### src/rtl/sha_mmio_seq.sv
// sha_mmio_seq: memory-mapped front end for a hash core.
//
// Takes message blocks word by word over a simple bus, buffers up to
// FIFO_DEPTH full blocks, and feeds them to the core with init/next pulses
// from an autonomous sequencer. The final digest is latched and readable.
// Sticky done/err status, a level interrupt and per-field locks are included.
//
// Ports:
//   clk_i, rst_ni        clock, asynchronous active-low reset
//   clr_i                synchronous clear (same as CTRL.soft_clear, also clears irq_en)
//   acct_en_i            bus accesses are ignored while low
//   lock_i[3:0]          [0] CTRL wr, [1] BLOCK_IN wr, [2] digest rd, [3] STATUS rd locks
//   en_i, we_i, addr_i   bus strobe, write enable, byte address
//   wdata_i, rdata_o     bus write data, combinational read data
//   core_init_o/next_o   one-cycle block-issue pulses to the core
//   core_block_o         FIFO head block
//   core_ready_i, core_digest_i, core_digest_valid_i   core handshake/result
//   busy_o               sequencer is working on a message
//   irq_o                done & irq_en
//
// Register map (word index = addr_i[7:ADDR_LSB]):
//   0 CTRL   : wr b0 start, b1 last, b2 soft_clear, b3 irq_en, b4 clr done, b5 clr err
//   1 STATUS : {blocks_done[15:0], 4'b0, fifo_count[3:0], 4'b0, err, done, busy, fifo_full}
//   2 BLOCK_IN (write only)
//   3..      : digest words, word k = digest[k*DATA_W +: DATA_W]
module sha_mmio_seq #(
  parameter int DATA_W     = 64,
  parameter int BLOCK_W    = 512,
  parameter int DIGEST_W   = 256,
  parameter int FIFO_DEPTH = 2,
  parameter int ADDR_LSB   = 3
) (
  input  logic                clk_i,
  input  logic                rst_ni,
  input  logic                clr_i,
  input  logic                acct_en_i,
  input  logic [3:0]          lock_i,
  input  logic                en_i,
  input  logic                we_i,
  input  logic [7:0]          addr_i,
  input  logic [DATA_W-1:0]   wdata_i,
  output logic [DATA_W-1:0]   rdata_o,
  output logic                core_init_o,
  output logic                core_next_o,
  output logic [BLOCK_W-1:0]  core_block_o,
  input  logic                core_ready_i,
  input  logic [DIGEST_W-1:0] core_digest_i,
  input  logic                core_digest_valid_i,
  output logic                busy_o,
  output logic                irq_o
);

  localparam int WPB      = BLOCK_W / DATA_W;
  localparam int DWORDS   = DIGEST_W / DATA_W;
  localparam int WC_W     = (WPB > 1) ? $clog2(WPB) : 1;
  localparam int PTR_W    = (FIFO_DEPTH > 1) ? $clog2(FIFO_DEPTH) : 1;
  localparam int CNT_W    = $clog2(FIFO_DEPTH + 1);
  localparam int IDX_W    = 8 - ADDR_LSB;
  localparam int IDX_CTRL = 0;
  localparam int IDX_STAT = 1;
  localparam int IDX_BLK  = 2;
  localparam int IDX_DIG0 = 3;

  typedef enum logic [2:0] {
    S_IDLE, S_ISSUE, S_ACK, S_WAIT, S_STALL, S_DONE
  } state_e;

  state_e               state_q, state_d;
  logic                 first_q, first_d;
  logic                 last_q, last_d;
  logic                 done_q, done_d;
  logic                 err_q, err_d;
  logic                 irq_en_q, irq_en_d;
  logic [15:0]          blocks_done_q, blocks_done_d;
  logic [WC_W-1:0]      word_cnt_q, word_cnt_d;
  logic [BLOCK_W-1:0]   staging_q, staging_d;
  logic [PTR_W-1:0]     wr_ptr_q, wr_ptr_d;
  logic [PTR_W-1:0]     rd_ptr_q, rd_ptr_d;
  logic [CNT_W-1:0]     count_q, count_d;
  logic [DIGEST_W-1:0]  digest_q, digest_d;

  logic [BLOCK_W-1:0]   fifo_mem [FIFO_DEPTH];

  logic [IDX_W-1:0]     word_idx;
  logic                 bus_wr, ctrl_hit, blk_hit, ctrl_wr, blk_wr, lock_err;
  logic                 soft_clear, do_clear, start;
  logic                 blk_last, push_req, push_ok, pop, fifo_full, busy;
  logic                 mem_we, enter_done;
  logic [BLOCK_W-1:0]   staging_merge;
  logic [31:0]          status_w;
  logic [DATA_W-1:0]    digest_word [DWORDS];
  logic                 addr_lsb_unused;

  // Byte-lane address bits below the word index carry no meaning here.
  assign addr_lsb_unused = ^addr_i[ADDR_LSB-1:0];

  for (genvar gi = 0; gi < DWORDS; gi++) begin : g_dig
    assign digest_word[gi] = digest_q[gi*DATA_W +: DATA_W];
  end

  function automatic logic [PTR_W-1:0] ptr_inc(input logic [PTR_W-1:0] p);
    return (p == PTR_W'(FIFO_DEPTH - 1)) ? '0 : p + PTR_W'(1);
  endfunction

  // ---------------- bus decode ----------------
  assign word_idx   = addr_i[7:ADDR_LSB];
  assign bus_wr     = en_i && acct_en_i && we_i;
  assign ctrl_hit   = bus_wr && (word_idx == IDX_W'(IDX_CTRL));
  assign blk_hit    = bus_wr && (word_idx == IDX_W'(IDX_BLK));
  assign ctrl_wr    = ctrl_hit && !lock_i[0];
  assign blk_wr     = blk_hit && !lock_i[1];
  assign lock_err   = (ctrl_hit && lock_i[0]) || (blk_hit && lock_i[1]);
  assign soft_clear = ctrl_wr && wdata_i[2];
  assign do_clear   = clr_i || soft_clear;
  assign start      = ctrl_wr && wdata_i[0];

  // ---------------- FIFO control ----------------
  assign busy      = (state_q != S_IDLE) && (state_q != S_DONE);
  assign fifo_full = (count_q == CNT_W'(FIFO_DEPTH));
  assign blk_last  = blk_wr && (word_cnt_q == WC_W'(WPB - 1));
  assign push_req  = blk_last;
  assign pop       = (state_q == S_ISSUE) && core_ready_i && (count_q != '0);
  // A pop in the same cycle frees the slot, so a full FIFO still accepts.
  assign push_ok   = push_req && (!fifo_full || pop);
  assign mem_we    = push_ok && !do_clear;

  always_comb begin
    staging_merge = staging_q;
    staging_merge[word_cnt_q*DATA_W +: DATA_W] = wdata_i;
  end

  always_ff @(posedge clk_i) begin
    if (mem_we) fifo_mem[wr_ptr_q] <= staging_merge;
  end

  // ---------------- outputs ----------------
  assign core_init_o  = pop && first_q;
  assign core_next_o  = pop && !first_q;
  assign core_block_o = (count_q != '0) ? fifo_mem[rd_ptr_q] : '0;
  assign busy_o       = busy;
  assign irq_o        = done_q && irq_en_q;

  assign status_w = {blocks_done_q, 4'h0, 4'(count_q), 4'h0, err_q, done_q, busy, fifo_full};

  always_comb begin
    rdata_o = '0;
    if (en_i && acct_en_i && !we_i) begin
      if (word_idx == IDX_W'(IDX_STAT) && !lock_i[3]) rdata_o = DATA_W'(status_w);
      for (int k = 0; k < DWORDS; k++) begin
        if (!lock_i[2] && word_idx == IDX_W'(IDX_DIG0 + k)) rdata_o = digest_word[k];
      end
    end
  end

  // ---------------- next-state logic ----------------
  always_comb begin
    state_d       = state_q;
    first_d       = first_q;
    last_d        = last_q;
    done_d        = done_q;
    err_d         = err_q;
    irq_en_d      = irq_en_q;
    blocks_done_d = blocks_done_q;
    word_cnt_d    = word_cnt_q;
    staging_d     = staging_q;
    wr_ptr_d      = wr_ptr_q;
    rd_ptr_d      = rd_ptr_q;
    count_d       = count_q;
    digest_d      = digest_q;
    enter_done    = 1'b0;

    if (do_clear) begin
      // Clearing drops any in-flight core result: the FSM leaves WAIT
      // before the digest could be latched.
      state_d       = S_IDLE;
      first_d       = 1'b0;
      last_d        = 1'b0;
      done_d        = 1'b0;
      err_d         = 1'b0;
      blocks_done_d = '0;
      word_cnt_d    = '0;
      staging_d     = '0;
      wr_ptr_d      = '0;
      rd_ptr_d      = '0;
      count_d       = '0;
      digest_d      = '0;
      if (clr_i)        irq_en_d = 1'b0;
      else if (ctrl_wr) irq_en_d = wdata_i[3];
    end else begin
      if (ctrl_wr) begin
        irq_en_d = wdata_i[3];
        if (wdata_i[1]) last_d = 1'b1;
        if (wdata_i[4]) done_d = 1'b0;
        if (wdata_i[5]) err_d  = 1'b0;
      end

      if (blk_wr) begin
        staging_d  = staging_merge;
        word_cnt_d = blk_last ? '0 : word_cnt_q + WC_W'(1);
      end

      if (push_ok) wr_ptr_d = ptr_inc(wr_ptr_q);
      if (pop)     rd_ptr_d = ptr_inc(rd_ptr_q);
      case ({push_ok, pop})
        2'b10:   count_d = count_q + CNT_W'(1);
        2'b01:   count_d = count_q - CNT_W'(1);
        default: count_d = count_q;
      endcase

      unique case (state_q)
        S_IDLE, S_DONE: begin
          if (start) begin
            first_d       = 1'b1;
            blocks_done_d = '0;
            done_d        = 1'b0;
            state_d       = (count_q != '0) ? S_ISSUE : S_STALL;
          end
        end
        S_ISSUE: begin
          if (pop) begin
            first_d = 1'b0;
            state_d = S_ACK;
          end
        end
        S_ACK: state_d = S_WAIT;
        S_WAIT: begin
          if (core_ready_i && core_digest_valid_i) begin
            if (blocks_done_q != 16'hFFFF) blocks_done_d = blocks_done_q + 16'd1;
            if (count_q != '0) state_d = S_ISSUE;
            else if (last_q)   enter_done = 1'b1;
            else               state_d = S_STALL;
          end
        end
        S_STALL: begin
          if (count_q != '0) state_d = S_ISSUE;
          else if (last_q)   enter_done = 1'b1;
        end
        default: state_d = S_IDLE;
      endcase

      if (enter_done) begin
        state_d  = S_DONE;
        done_d   = 1'b1;
        last_d   = 1'b0;
        digest_d = core_digest_i;
      end

      if (lock_err || (push_req && !push_ok) || (start && busy)) err_d = 1'b1;
    end
  end

  // ---------------- state registers ----------------
  always_ff @(posedge clk_i or negedge rst_ni) begin
    if (!rst_ni) begin
      state_q       <= S_IDLE;
      first_q       <= 1'b0;
      last_q        <= 1'b0;
      done_q        <= 1'b0;
      err_q         <= 1'b0;
      irq_en_q      <= 1'b0;
      blocks_done_q <= '0;
      word_cnt_q    <= '0;
      staging_q     <= '0;
      wr_ptr_q      <= '0;
      rd_ptr_q      <= '0;
      count_q       <= '0;
      digest_q      <= '0;
    end else begin
      state_q       <= state_d;
      first_q       <= first_d;
      last_q        <= last_d;
      done_q        <= done_d;
      err_q         <= err_d;
      irq_en_q      <= irq_en_d;
      blocks_done_q <= blocks_done_d;
      word_cnt_q    <= word_cnt_d;
      staging_q     <= staging_d;
      wr_ptr_q      <= wr_ptr_d;
      rd_ptr_q      <= rd_ptr_d;
      count_q       <= count_d;
      digest_q      <= digest_d;
    end
  end

endmodule

### config.mk
export PLATFORM = sky130hd
export DESIGN_NAME = sha_mmio_seq
export DESIGN_NICKNAME = d
export VERILOG_FILES = /design/src/rtl/sha_mmio_seq.sv
export SDC_FILE = /design/constraint.sdc
export NUM_CORES = 2
export LEC_CHECK = 0
export CORE_ASPECT_RATIO = 0.7
export CORE_UTILIZATION = 45
export DETAILED_ROUTE_END_ITERATION = 7
export DONT_BUFFER_PORTS = 1
export GPL_TIMING_DRIVEN = 0
export PLACE_DENSITY = 0.6
export SLEW_MARGIN = 0
export SYNTH_ARGS = -nofsm -noshare
export SYNTH_HDL_FRONTEND = slang
export SYNTH_SLANG_ARGS = --single-unit
### constraint.sdc
create_clock -name clk_i -period 41.1 [get_ports clk_i]
set_clock_uncertainty 0.05 [all_clocks]
set_input_delay 12.33 -clock clk_i [delete_from_list [all_inputs] [get_ports clk_i]]
set_output_delay 12.33 -clock clk_i [all_outputs]
set_load 0.02 [all_outputs]
# Yosys cells after proc, flatten, opt, wreduce, memory -nomap -nowiden
# Memory sizes are Yosys's and may differ from the RTL's.
# Cells that the tools add are included.
# W data, S select, Z words.
[classes]
bitwise_logic = 0
muxes = 66
shifts = 2
n_div = 0
reduce_logical = 63
n_addsub = 7
n_eq_ne = 26
multipliers = 0
magnitude_cmp = 0
[ops]
columns = ["cell", "n"]
rows = [
  ["$mux W512", 3],
  ["$bwmux W512", 1],
  ["$mux W256", 2],
  ["$shift A64 B34 Y512 const A", 1],
  ["$shiftx A64 B34 Y512", 1],
  ["$mux W64", 5],
  ["$mux W16", 4],
  ["$mux W3", 12],
  ["$neg A9 Y34", 1],
  ["$mux W1", 32],
  ["$mux W32", 1],
  ["$pmux W16 S2", 1],
  ["$logic_and A1 B1 Y1", 28],
  ["$reduce_bool A3 Y1", 8],
  ["$add A16 B1 Y16 const B", 1],
  ["$ne A16 B16 Y1 const B", 1],
  ["$eq A5 B3 Y1 const B", 3],
  ["$ne A3 B3 Y1 const B", 5],
  ["$pmux W3 S5", 1],
  ["$ne A4 B4 Y1 const B", 3],
  ["$eq A5 B2 Y1 const B", 2],
  ["$reduce_bool A2 Y1", 5],
  ["$eq A3 B3 Y1 const B", 3],
  ["$logic_not A1 Y1", 9],
  ["22 further kinds", 31],
]
[word_totals]
in_bits = 340
latchBits = 0
n_memories = 1
romBits = 0
regBits = 799
ramBits = 1024
output_inout_bits = 580
[memory_table]
columns = ["memory", "words", "width", "read_ports", "rd_ports_with_merged_regs", "wr", "line", "source"]
rows = [
  ["fifo_mem", 2, 512, 1, 0, 1, "82", "logic [BLOCK_W-1:0] fifo_mem [FIFO_DEPTH];"],
]

# Logic depth before layout (Yosys ltp)
[logic_depth]
ltp_word = 12
ltp_mapped = 12
mapped_depth_nobuf = 8

# Worst setup path after synthesis
# OpenSTA, ideal clock, no wires.
[synth_path]
kind = "input to register"
startpoint = "input we_i"
endpoint = "memory fifo_mem[0][0] (enable)"
arrival_ns = 34.822
path_slack_ns = 4.829
path_stages = 9
required_time_ns = 39.651
path_cell_list = "and4b_1 > buf_2 > and3_1 > clkbuf_1 > a21oi_2 > buf_2 > buf_4 > nand2_1 > nor2_1"
[synth_via]
elab_chain_len = 9
[synth_rtl]
columns = ["element", "line", "source"]
rows = [
  ["start: declaration", "39", "input logic we_i,"],
  ["$logic_and A1 B1 Y1 (*)", "107", "assign bus_wr = en_i && acct_en_i && we_i;"],
  ["$logic_and A1 B1 Y1", "108", "assign ctrl_hit = bus_wr && (word_idx == IDX_W'(IDX_CTRL));"],
  ["$logic_and A1 B1 Y1", "110", "assign ctrl_wr = ctrl_hit && !lock_i[0];"],
  ["$logic_and A1 B1 Y1", "113", "assign soft_clear = ctrl_wr && wdata_i[2];"],
  ["$logic_or A1 B1 Y1", "114", "assign do_clear = clr_i || soft_clear;"],
  ["$logic_not A1 Y1", "125", "assign mem_we = push_ok && !do_clear;"],
  ["$logic_and A1 B1 Y1 (*)", "125", ""],
  ["$mux W1 (*)", "133", "if (mem_we) fifo_mem[wr_ptr_q] <= staging_merge;"],
  ["$mux W1 (implied by the code) (*)", "133", ""],
  ["end: declaration", "82", ""],
]
# Every way passes the cells marked *; elsewhere a longest branch is shown, timed or not.

# Worst setup path after layout
[layout_path]
startpoint = "input addr_i[6]"
endpoint = "output rdata_o[32]"
[layout_via]
elab_chain_len = 7
[layout_rtl]
columns = ["element", "line", "source"]
rows = [
  ["start: declaration", "40", "input logic [7:0] addr_i,"],
  ["$eq A5 B2 Y1", "150", "if (!lock_i[2] && word_idx == IDX_W'(IDX_DIG0 + k)) rdata_o = digest_word[k];"],
  ["$logic_and A1 B1 Y1", "150", ""],
  ["$mux W64 (3 in a row)", "150", ""],
  ["$mux W64 (*)", "150", ""],
  ["$mux W64 (*)", "147", "if (en_i && acct_en_i && !we_i) begin"],
  ["end: declaration", "42", "output logic [DATA_W-1:0] rdata_o,"],
]
# Marks and branches as above.

==> metrics.csv <==
metric;value;unit
start_util;0.4540;
ys_types;64;
grt_pass1_wl;401000;µm
period_share;0.6786;
htreeDepth;4;
die_x;503.1;µm
routed_wl;288500;µm
slew_violations;64;
multi_input_area;26150;µm²
grt-ovfl-total;0;
place_congestion;1.023;
setup_viol;0;
clock-sinks;1823;
path_class;in2out;
yosys_warnings;0;
ys_seq_area_frac;0.6415;
grt_pass1_vias;52682;
drc;0;
powerDensity;41.09;nW/µm²
final_nets;7255;
ys_async_sr_fraction;0.4383;
maxCapViolCount;0;
insertion_delay;0.81;ns
violations;slew limit;
vias_per_cell;5.878;
syn-instance-count;6684;
hpwl;210200;µm
finalHoldViolCount;0;
fmax;35.85;MHz
hold_path.class;reg2reg;
whs;0.4673;ns
ys_ff_latch;1823;
crit_path_max_incr_delay;1.04;ns
dieArea;177500;µm²
area_growth;12.58;%
post_cts_buffers;0;
cts-buffers-inserted;181;
cts_root_buf;clkbuf_16;
vdd_drop_max;0.03288;mV
dp.cells;9062;
cp_max_fo;10;
route.detailed.wl_per_inst;30.62;µm
grt_usage;0.3209;
end_kind;output pin;
seq_area;50740;µm²
vias;55376;
ctsHoldBuffers;0;
final_cells;9421;
nFillCells;15346;
dr.pass1.iters;7;
placementRows;128;
netlist_area;79100;µm²
antenna_found_initial;47;
crit_arrival;15.51;ns
outcome;finished, violations left;
io-pin-count;920;
grt_max_degree;800;
clockBufferDepth;3;
antenna_left;0;
worstMarginPinSlew;1.546;ns
synth.avg_cell_area;11.83;µm²
coreArea;174200;µm²
start_kind;input pin;
slew_headroom;-0.03062;
cts_tree;done;
cpMaxStageDelayCell;a31oi_1;
synth_edf_count;1024;
fp.dieH;352.8;µm
cts-resized-gates;0;
drive_gt1_frac;0.1343;
dr.first_iter.drc_count;6243;
portBuffers;0;
total_leakage_power;0.03468;µW
cp_data_required_time;28.72;ns
synth.net_count;7029;
crit_chain;or4b_1 > nor2_2 > clkbuf_1 > nand2_1 > a31oi_1;
clk_pin_slew;0.06;ns
rrSetupSlack;37.12;ns
min_period;27.89;ns
grt_setup_unrepaired;no;
synth_ff_type;edfxtp_1;
[report_power, final]
group	internal, µW	switching [µW]
clock	949	730
combinational	10.6	47.9
sequential	1920	0.325
total	2880	779
[final timing paths]
path,cells past startpoint,end,from
worst max-delay path,5,rdata_o[32],addr_i[6]
worst min-delay path,2,staging_q[504],staging_q[504]
worst max register to register,11,fifo_mem[0][292],word_cnt_q[1]
worst min register to register,2,staging_q[504],staging_q[504]
max in group asynchronous,2,staging_q[434],rst_ni
min in group asynchronous,0,digest_q[176],rst_ni
[layout make-up]
cell class	instances	share of cell area
Buffer	498	0.02512
Inverter	12	0.0005058
Sequential cell	1823	0.5698
Clock buffer	238	0.05554
Antenna cell	15	0.0004215
Tap cell	2340	0.03288
Timing Repair Buffer	43	0.01141
Multi-Input combinational cell	4351	0.2937
Clock inverter	101	0.01068
[worst max-delay path, delay by kind of cell]
kind                   cells  cell delay [ns]
AND/OR/NAND/NOR            3             1.41
buffers and inverters      1             0.72
AO/OA/AOI/OAI              1             1.04
[state kept, by name, indices dropped and copies added, names as in the netlist]
signal,cells
blocks_done_q,16
digest_q,256
word_cnt_q,3
fifo_mem,1024
wr_ptr_q,1
err_q,1
irq_en_q,1
rd_ptr_q,1
state_q,3
staging_q,512
count_q,2
first_q,1
last_q,1
done_q,1
[metal layers]
metal	up-vias	part of all wire	global-route usage
li1	23939	-	-
met1	28430	0.43	0.4581
met2	2581	0.43	0.4589
met3	424	0.10	0.09069
met4	2	0.043	0.1319
met5	-	0.000045	0
[cells in the final DEF, fill, tap and decap left out, drive strengths merged, types with 18 or more instances in the layout]
cell,count
buf,272
a222oi,23
nand3,18
clkbuf,507
nand2b,198
o211a,194
mux2,407
clkinv,73
nor2,796
edfxtp,1024
a31oi,48
nor3,142
dfrtp,799
o21ai,220
mux2i,513
inv,22
nand2,1216
a21oi,489
[cells in the mapped netlist, types with 2 or more instances]
master	n	area (µm²)
nand3_1	17	85.08
o31ai_1	3	22.52
nand3b_1	3	22.52
nor3_1	140	700.7
a22oi_1	2	15.01
nand4_1	6	37.54
or3_1	2	12.51
or2_2	4	25.02
and3_1	4	25.02
o211ai_1	7	52.55
dfrtp_1	799	19990
nor2_2	3	18.77
xnor2_1	6	52.55
clkbuf_1	269	1010
a211oi_1	3	22.52
a21oi_1	488	2442
o41ai_1	2	17.52
buf_2	157	785.8
buf_4	17	127.6
a31oi_1	48	300.3
o211a_1	194	1942
mux2_2	407	4583
ha_1	5	62.56
or4b_1	2	20.02
nand2_1	1216	4564
nor2_1	793	2977
mux2i_1	513	5135
inv_1	12	45.04
nand2b_1	197	1232
nor2b_1	6	37.54
buf_6	12	135.1
or4_1	6	45.04
edfxtp_1	1024	30750
buf_1	43	161.4
and2_1	5	31.28
a222oi_1	23	230.2
o21ai_0	219	1096
[cells by family after synthesis]
family,Yosys count,share of synthesized area
DFF,1823,0.6415
adders and majority gates,6,0.0009174
xor gates and xnor gates,7,0.0007751
AOI/OAI and AO/OA,1002,0.07910
buffers and inverters,510,0.02863
muxes,920,0.1229
and+or+nand+nor,2416,0.1262
[metrics by stage]
stage	setup slack [ns]	utilization	instance area, µm²	setup TNS (ns)	total power (µW)
floorplan	4.829	-	79100	0	1981
global placement	-11.88	0.4708	82030	-6061.08	1999
detailed placement	13.44	0.4762	82980	0	2000
CTS	13.43	0.5100	88870	0	3666
global route	13.34	0.5109	89030	0	3753
finish	13.21	0.5111	89060	0	3659
No activity file was read; power rests on OpenSTA's default activity.
